File: src/rtl/dcache_dm_wb_pkg.sv
// Shared types and address-slicing constants for the direct-mapped write-back data cache.
package dcache_dm_wb_pkg;

    localparam int unsigned ADDR_W      = 32;
    localparam int unsigned DATA_W      = 32;
    localparam int unsigned OFS_W       = 2;
    localparam int unsigned WORD_ADDR_W = ADDR_W - OFS_W;
    localparam int unsigned DEF_INDEX_W = 4;

    typedef enum logic [1:0] {
        S_IDLE = 2'd0,
        S_WB   = 2'd1,
        S_GAP  = 2'd2,
        S_FILL = 2'd3
    } state_t;

    // Tag width left over once the word offset and index are removed.
    function automatic int unsigned tag_w(input int unsigned index_w);
        return WORD_ADDR_W - index_w;
    endfunction

endpackage

File: src/rtl/dcache_array.sv
// Line storage: valid/dirty/tag/data arrays with combinational lookup and one write port.
module dcache_array
    import dcache_dm_wb_pkg::*;
#(
    parameter int unsigned INDEX_WIDTH = DEF_INDEX_W,
    parameter int unsigned TAG_WIDTH   = tag_w(INDEX_WIDTH)
) (
    input  logic                   clk,
    input  logic                   rst_n,
    input  logic [INDEX_WIDTH-1:0] rd_idx,
    input  logic [TAG_WIDTH-1:0]   rd_tag,
    output logic                   hit_c,
    output logic                   line_valid_c,
    output logic                   line_dirty_c,
    output logic [TAG_WIDTH-1:0]   line_tag_c,
    output logic [DATA_W-1:0]      line_data_c,
    input  logic [INDEX_WIDTH-1:0] wr_idx,
    input  logic                   wr_valid_en,
    input  logic                   wr_valid,
    input  logic                   wr_dirty_en,
    input  logic                   wr_dirty,
    input  logic                   wr_tag_en,
    input  logic [TAG_WIDTH-1:0]   wr_tag,
    input  logic                   wr_data_en,
    input  logic [DATA_W-1:0]      wr_data
);

    localparam int unsigned LINES = 2 ** INDEX_WIDTH;

    logic [LINES-1:0]     valid_q;
    logic [LINES-1:0]     dirty_q;
    logic [TAG_WIDTH-1:0] tag_q  [LINES];
    logic [DATA_W-1:0]    data_q [LINES];

    assign line_valid_c = valid_q[rd_idx];
    assign line_dirty_c = dirty_q[rd_idx];
    assign line_tag_c   = tag_q[rd_idx];
    assign line_data_c  = data_q[rd_idx];
    assign hit_c        = valid_q[rd_idx] && (tag_q[rd_idx] == rd_tag);

    // Only the state bits are cleared; tag/data are don't-care while invalid.
    always_ff @(posedge clk or negedge rst_n) begin
        if (!rst_n) begin
            valid_q <= '0;
            dirty_q <= '0;
        end else begin
            if (wr_valid_en) valid_q[wr_idx] <= wr_valid;
            if (wr_dirty_en) dirty_q[wr_idx] <= wr_dirty;
        end
    end

    always_ff @(posedge clk) begin
        if (wr_tag_en)  tag_q[wr_idx]  <= wr_tag;
        if (wr_data_en) data_q[wr_idx] <= wr_data;
    end

endmodule

File: src/rtl/dcache_dm_wb.sv
// Direct-mapped write-back/write-allocate data cache, one word per line, between core and a
// multi-cycle cs/we/ack RAM. Hits complete with zero wait states.
module dcache_dm_wb
    import dcache_dm_wb_pkg::*;
#(
    parameter int unsigned INDEX_WIDTH = DEF_INDEX_W,
    parameter int unsigned TAG_WIDTH   = tag_w(INDEX_WIDTH)
) (
    input  logic              clk,
    input  logic              rst_n,
    input  logic              cpu_req,
    input  logic              cpu_we,
    input  logic [ADDR_W-1:0] cpu_addr,
    input  logic [DATA_W-1:0] cpu_din,
    output logic [DATA_W-1:0] cpu_dout,
    output logic              cpu_stall,
    output logic              mem_cs,
    output logic              mem_we,
    output logic [ADDR_W-1:0] mem_addr,
    output logic [DATA_W-1:0] mem_din,
    input  logic [DATA_W-1:0] mem_dout,
    input  logic              mem_ack,
    output logic [31:0]       hit_cnt,
    output logic [31:0]       miss_cnt
);

    localparam int unsigned TAG_LSB = OFS_W + INDEX_WIDTH;

    state_t                 state;
    logic [WORD_ADDR_W-1:0] miss_word;

    logic [INDEX_WIDTH-1:0] cpu_idx;
    logic [TAG_WIDTH-1:0]   cpu_tag;
    logic [INDEX_WIDTH-1:0] miss_idx;
    logic [TAG_WIDTH-1:0]   miss_tag;
    logic                   unused_addr_bits;

    logic                   hit_c;
    logic                   line_valid_c;
    logic                   line_dirty_c;
    logic [TAG_WIDTH-1:0]   line_tag_c;
    logic [DATA_W-1:0]      line_data_c;

    logic                   idle_c;
    logic                   store_hit_c;
    logic                   miss_c;

    logic [INDEX_WIDTH-1:0] wr_idx_c;
    logic                   wr_valid_en_c;
    logic                   wr_valid_c;
    logic                   wr_dirty_en_c;
    logic                   wr_dirty_c;
    logic                   wr_tag_en_c;
    logic [TAG_WIDTH-1:0]   wr_tag_c;
    logic                   wr_data_en_c;
    logic [DATA_W-1:0]      wr_data_c;

    assign cpu_idx          = cpu_addr[OFS_W +: INDEX_WIDTH];
    assign cpu_tag          = cpu_addr[TAG_LSB +: TAG_WIDTH];
    assign miss_idx         = miss_word[INDEX_WIDTH-1:0];
    assign miss_tag         = miss_word[INDEX_WIDTH +: TAG_WIDTH];
    assign unused_addr_bits = ^cpu_addr[OFS_W-1:0];

    dcache_array #(
        .INDEX_WIDTH (INDEX_WIDTH),
        .TAG_WIDTH   (TAG_WIDTH)
    ) u_array (
        .clk          (clk),
        .rst_n        (rst_n),
        .rd_idx       (cpu_idx),
        .rd_tag       (cpu_tag),
        .hit_c        (hit_c),
        .line_valid_c (line_valid_c),
        .line_dirty_c (line_dirty_c),
        .line_tag_c   (line_tag_c),
        .line_data_c  (line_data_c),
        .wr_idx       (wr_idx_c),
        .wr_valid_en  (wr_valid_en_c),
        .wr_valid     (wr_valid_c),
        .wr_dirty_en  (wr_dirty_en_c),
        .wr_dirty     (wr_dirty_c),
        .wr_tag_en    (wr_tag_en_c),
        .wr_tag       (wr_tag_c),
        .wr_data_en   (wr_data_en_c),
        .wr_data      (wr_data_c)
    );

    // Core-side handshake is combinational so hits need no wait state.
    assign idle_c      = (state == S_IDLE);
    assign store_hit_c = cpu_req && cpu_we && idle_c && hit_c;
    assign miss_c      = cpu_req && idle_c && !hit_c;
    assign cpu_stall   = cpu_req && (!idle_c || !hit_c);
    assign cpu_dout    = (cpu_req && !cpu_we && idle_c && hit_c) ? line_data_c : '0;

    // Array write port: store hit in idle, dirty clear after write-back, line install after fill.
    always_comb begin
        wr_idx_c      = idle_c ? cpu_idx : miss_idx;
        wr_valid_en_c = 1'b0;
        wr_valid_c    = 1'b0;
        wr_dirty_en_c = 1'b0;
        wr_dirty_c    = 1'b0;
        wr_tag_en_c   = 1'b0;
        wr_tag_c      = miss_tag;
        wr_data_en_c  = 1'b0;
        wr_data_c     = cpu_din;
        case (state)
            S_IDLE: begin
                if (store_hit_c) begin
                    wr_data_en_c  = 1'b1;
                    wr_dirty_en_c = 1'b1;
                    wr_dirty_c    = 1'b1;
                end
            end
            S_WB: begin
                if (mem_ack) wr_dirty_en_c = 1'b1;
            end
            S_FILL: begin
                if (mem_ack) begin
                    wr_data_en_c  = 1'b1;
                    wr_data_c     = mem_dout;
                    wr_tag_en_c   = 1'b1;
                    wr_valid_en_c = 1'b1;
                    wr_valid_c    = 1'b1;
                    wr_dirty_en_c = 1'b1;
                end
            end
            default: ;
        endcase
    end

    // Miss FSM with registered RAM interface; mem_addr/mem_din double as the victim latch.
    always_ff @(posedge clk or negedge rst_n) begin
        if (!rst_n) begin
            state     <= S_IDLE;
            miss_word <= '0;
            mem_cs    <= 1'b0;
            mem_we    <= 1'b0;
            mem_addr  <= '0;
            mem_din   <= '0;
            hit_cnt   <= '0;
            miss_cnt  <= '0;
        end else begin
            if (cpu_req && !cpu_stall) hit_cnt <= hit_cnt + 32'd1;
            case (state)
                S_IDLE: begin
                    if (miss_c) begin
                        miss_cnt  <= miss_cnt + 32'd1;
                        miss_word <= cpu_addr[ADDR_W-1:OFS_W];
                        mem_cs    <= 1'b1;
                        if (line_valid_c && line_dirty_c) begin
                            state    <= S_WB;
                            mem_we   <= 1'b1;
                            mem_addr <= {line_tag_c, cpu_idx, 2'b00};
                            mem_din  <= line_data_c;
                        end else begin
                            state    <= S_FILL;
                            mem_we   <= 1'b0;
                            mem_addr <= {cpu_addr[ADDR_W-1:OFS_W], 2'b00};
                        end
                    end
                end
                S_WB: begin
                    if (mem_ack) begin
                        state  <= S_GAP;
                        mem_cs <= 1'b0;
                        mem_we <= 1'b0;
                    end
                end
                S_GAP: begin
                    state    <= S_FILL;
                    mem_cs   <= 1'b1;
                    mem_addr <= {miss_word, 2'b00};
                end
                S_FILL: begin
                    if (mem_ack) begin
                        state  <= S_IDLE;
                        mem_cs <= 1'b0;
                    end
                end
                default: state <= S_IDLE;
            endcase
        end
    end

endmodule

File: config.mk
export PLATFORM = sky130hd
export DESIGN_NAME = dcache_dm_wb
export DESIGN_NICKNAME = d
export VERILOG_FILES = /design/src/rtl/dcache_dm_wb_pkg.sv /design/src/rtl/dcache_array.sv /design/src/rtl/dcache_dm_wb.sv
export SDC_FILE = /design/constraint.sdc
export NUM_CORES = 1
export LEC_CHECK = 0
export BUFFER_PORTS_ARGS = -buffer_cell sky130_fd_sc_hd__buf_2
export CORE_MARGIN = 4
export CORE_UTILIZATION = 53
export DETAILED_ROUTE_END_ITERATION = 12
export PLACE_DENSITY = 0.83
export RECOVER_POWER = 25
export SYNTH_ARGS = -nofsm -noshare
export SYNTH_HDL_FRONTEND = slang
export SYNTH_SLANG_ARGS = --single-unit
File: constraint.sdc
create_clock -name clk -period 5.4 [get_ports clk]
set_input_delay 0.27 -clock clk [delete_from_list [all_inputs] [get_ports clk]]
set_output_delay 0.27 -clock clk [all_outputs]
set_load 0.05 [all_outputs]
==> reports/results.txt <==
status -> finished, violations left
failing checks -> max-capacitance violations, max-slew violations
Crit Path Max Fanout -> 32
total CTS buffers -> 108
Mapped Area -> 0.04538 mm^2
Post-synth ARST share -> 17.14%
HPWL Detailed -> 64.67 mm
pin count of the biggest net entering global routing -> 81
CTS Hold Bufs -> 29
Clock Path Buffers -> 3
Setup crit start -> u_array.tag_q[7][20]
DRC violations left -> 0
most common cell after layout, fill and taps aside -> edfxtp_1
CP bufs+invs -> 3
Gate Count Post-Synth -> 2402
FF+latch count, synth -> 1120
Starting Density -> 53.39%
Slowest-stage cell, CP -> or4_1
combinational power share -> 14.7%
worst-margin pin slew -> 3.526 ns
Pleak -> 18.33 nW
CTS Sinks -> 1120
Post-CTS Setup Bufs -> 0
CORE AREA -> 0.08501 mm^2
Synth Area per Inst -> 18.89 um^2
drt pass-1 iters -> 7
crit end category -> output pin
Core Rows -> 107
final WL -> 119.5 mm
net switching fraction of the power -> 28.56%
Peak VDD IR -> 320.3 uV
DRT iter0 DRCs -> 3702
pre-CTS WS -> 0.4441 ns
Resized cells post-CTS -> 0
yosys warns -> 0
area of the multi-input gates -> 0.01229 mm^2
final setup violation count -> 0
crit-path cells -> mux4_2 -> mux2i_1 -> mux2i_1 -> xnor2_1 -> nand4_1 -> or4_1 -> nor3_4 -> buf_4 -> nor3b_4 -> buf_4 -> and2_1 -> buf_2
sequential share of power -> 51.1%
register area -> 0.03267 mm^2
fill cell count -> 5590
area grow syn2layout -> 15.27%
initial antenna violation count -> 4
Via density -> 6.528
dominant synthesized flop cell -> edfxtp_1
Power Density -> 419.6 mW/mm^2
Root Driver -> clkbuf_16
slew margin rel. -> -135.1%
Overall Power -> 21.95 mW
R2R Setup Slk -> 0.84 ns
layout cell share with drive strength beyond 1 -> 28.60%
RSZ-0062 raised after global routing -> false
Hold Path Class -> in -> reg
number of distinct library cells after synthesis -> 71
Final nets -> 2855
H-tree levels -> 3
sw power -> 6.268 mW
port bufs -> 259
FMAX -> 191.2 MHz
FF-to-FF Start -> u_array.tag_q[7][20]
post-route setup TNS -> 0 ns
total grt overflow -> 0
vias in the first global route -> 27135
HP Start -> mem_dout[13]
final hold viol count -> 0
period utilization -> 96.86%
final RePlAce weighted congestion -> 0.8539
CTS clock-pin slew for the worst setup and hold paths -> 0.06 ns
highest-count cells in the layout ignoring fill and taps -> edfxtp_1, mux4_2, dfrtp_1
Die X -> 300.6 um
family with the most delay on the worst path -> simple AND/OR/NAND/NOR gates
Tmin final -> 5.230 ns
number of flops mapped to enable cells by yosys -> 928
crit path DAT -> 4.96 ns
Antenna Nets Post-Route -> 0
biggest cell delay along the critical path -> 0.65 ns
Die Y-Extent -> 300.6 um
register area share after synthesis -> 71.99%
clk_lat worst skew -> 0.71 ns
CP Launch Type -> flop
die area -> 0.09038 mm^2
Int Pwr -> 15.68 mW
PnR worst setup slack -> 0.1697 ns
WP data required -> 5.13 ns
Routed WL per cell -> 29.94 um
MaxCap Viol Count -> 3
clock share of power -> 34.2%
CTS tree -> yes
gr usage total -> 26.23%
Clock Skew -> 0.06814 ns
Worst Setup Path Type -> reg -> out
global-route wire length before repair -> 175.4 mm
io pins -> 264
Vias -> 26046
Max Transition Viols Final -> 197
==> cells in the mapped netlist, drive strengths merged (7+ instances only) <==
| master | count | area (um^2) |
|---|---|---|
| dfrtp | 192 | 4805 |
| a22o | 8 | 70.07 |
| nand3 | 25 | 125.1 |
| mux2 | 115 | 1295 |
| clkbuf | 70 | 262.8 |
| a21oi | 18 | 90.09 |
| nor3 | 24 | 131.4 |
| xnor2 | 44 | 385.4 |
| o31ai | 16 | 120.1 |
| o22ai | 19 | 118.9 |
| mux2i | 75 | 750.7 |
| o21ai | 59 | 299.0 |
| nor2b | 7 | 43.79 |
| xor2 | 39 | 341.6 |
| nand4 | 26 | 162.7 |
| a221o | 23 | 230.2 |
| inv | 20 | 75.07 |
| buf | 57 | 326.6 |
| edfxtp | 928 | 27870 |
| nor4 | 14 | 87.58 |
| mux4 | 256 | 5766 |
| a21o | 8 | 60.06 |
| a32oi | 7 | 61.31 |
| o211ai | 9 | 67.56 |
| and3 | 16 | 100.1 |
| or2 | 21 | 131.4 |
| a22oi | 12 | 90.09 |
| and2 | 43 | 269.0 |
| nor2 | 87 | 326.6 |
| nand2 | 98 | 367.9 |
==> state kept, by name, indices dropped and copies added (netlist names) <==
register and count:
u_array.tag_q 416, mem_addr 30, u_array.dirty_q 16, state 2, miss_word 30, mem_din 32, miss_cnt 32, mem_we 1
hit_cnt 32, u_array.data_q 512, u_array.valid_q 16, mem_cs 1
==> logic make-up after synthesis <==
| kind of cell | after synthesis | synth area share [%] |
|---|---|---|
| simple gates | 384 | 4.257 |
| compound gates | 213 | 3.289 |
| buf+inv | 149 | 1.480 |
| other cells | 1 | 0.008263 |
| fa+ha+maj | 6 | 0.1654 |
| mux | 446 | 17.21 |
| xor+xnor | 83 | 1.602 |
| flops | 1120 | 71.99 |
==> final timing paths <==
check / end / cells after the start
max: cpu_dout[20] / 12
min: u_array.data_q[10][13] / 2
max reg2reg: u_array.data_q[12][4] / 11
min reg2reg: hit_cnt[31] / 1
max in group asynchronous: u_array.valid_q[13] / 3
min in group asynchronous: miss_cnt[6] / 2
==> per-layer routing <==
metal  GRT usage [%]  share of wire (%)  up-vias
met2           43.84                 50     2027
li1                -                  -    10374
met5               0              0.013        -
met1           34.09                 35    13284
met4           10.35                4.1        2
met3           5.580                 11      359
==> through the flow <==
| step | hold WS, ns | area (um^2) | util (%) | std cells |
|---|---|---|---|---|
| after global placement | 0.2117 | 48610 | 57.17 | 3753 |
| after detailed placement | 0.2226 | 48610 | 57.17 | 3753 |
| after CTS | 0.06426 | 52450 | 61.70 | 3987 |
| final | 0.1139 | 52310 | 61.54 | 3990 |
| after floorplan | -0.02559 | 45390 | - | 2403 |
| after global routing | 0.1017 | 52310 | 61.53 | 3988 |
==> power by group through the flow <==
stage	Sequential, mW	Combinational [mW]	Clock [mW]
floorplan	11.5	1.68	0
global placement	11.2	2.98	0
detailed placement	11.3	3.11	0
CTS	11.2	3.19	7.57
global route	11.3	3.38	7.96
finish	11.2	3.22	7.52
==> worst register-to-register path: cells and delay by family, from the launching register on <==
kind | cells | cell delay [ns]
buf+inv | 2 | 0.69
simple gates | 4 | 1.24
mux | 3 | 0.90
flops | 1 | 0.35
xor+xnor | 1 | 0.58
compound gates | 1 | 0.48
==> layout make-up <==
| class | instances | share of cell area, % |
|---|---|---|
| Multi-Input combinational cell | 1134 | 23.49 |
| Antenna cell | 3 | 0.01435 |
| Timing Repair Buffer | 362 | 4.341 |
| Clock buffer | 151 | 5.628 |
| Inverter | 22 | 0.1602 |
| Clock inverter | 54 | 1.174 |
| Tap cell | 1144 | 2.736 |
| Sequential cell | 1120 | 62.45 |
(Power assumes the default switching activity.)
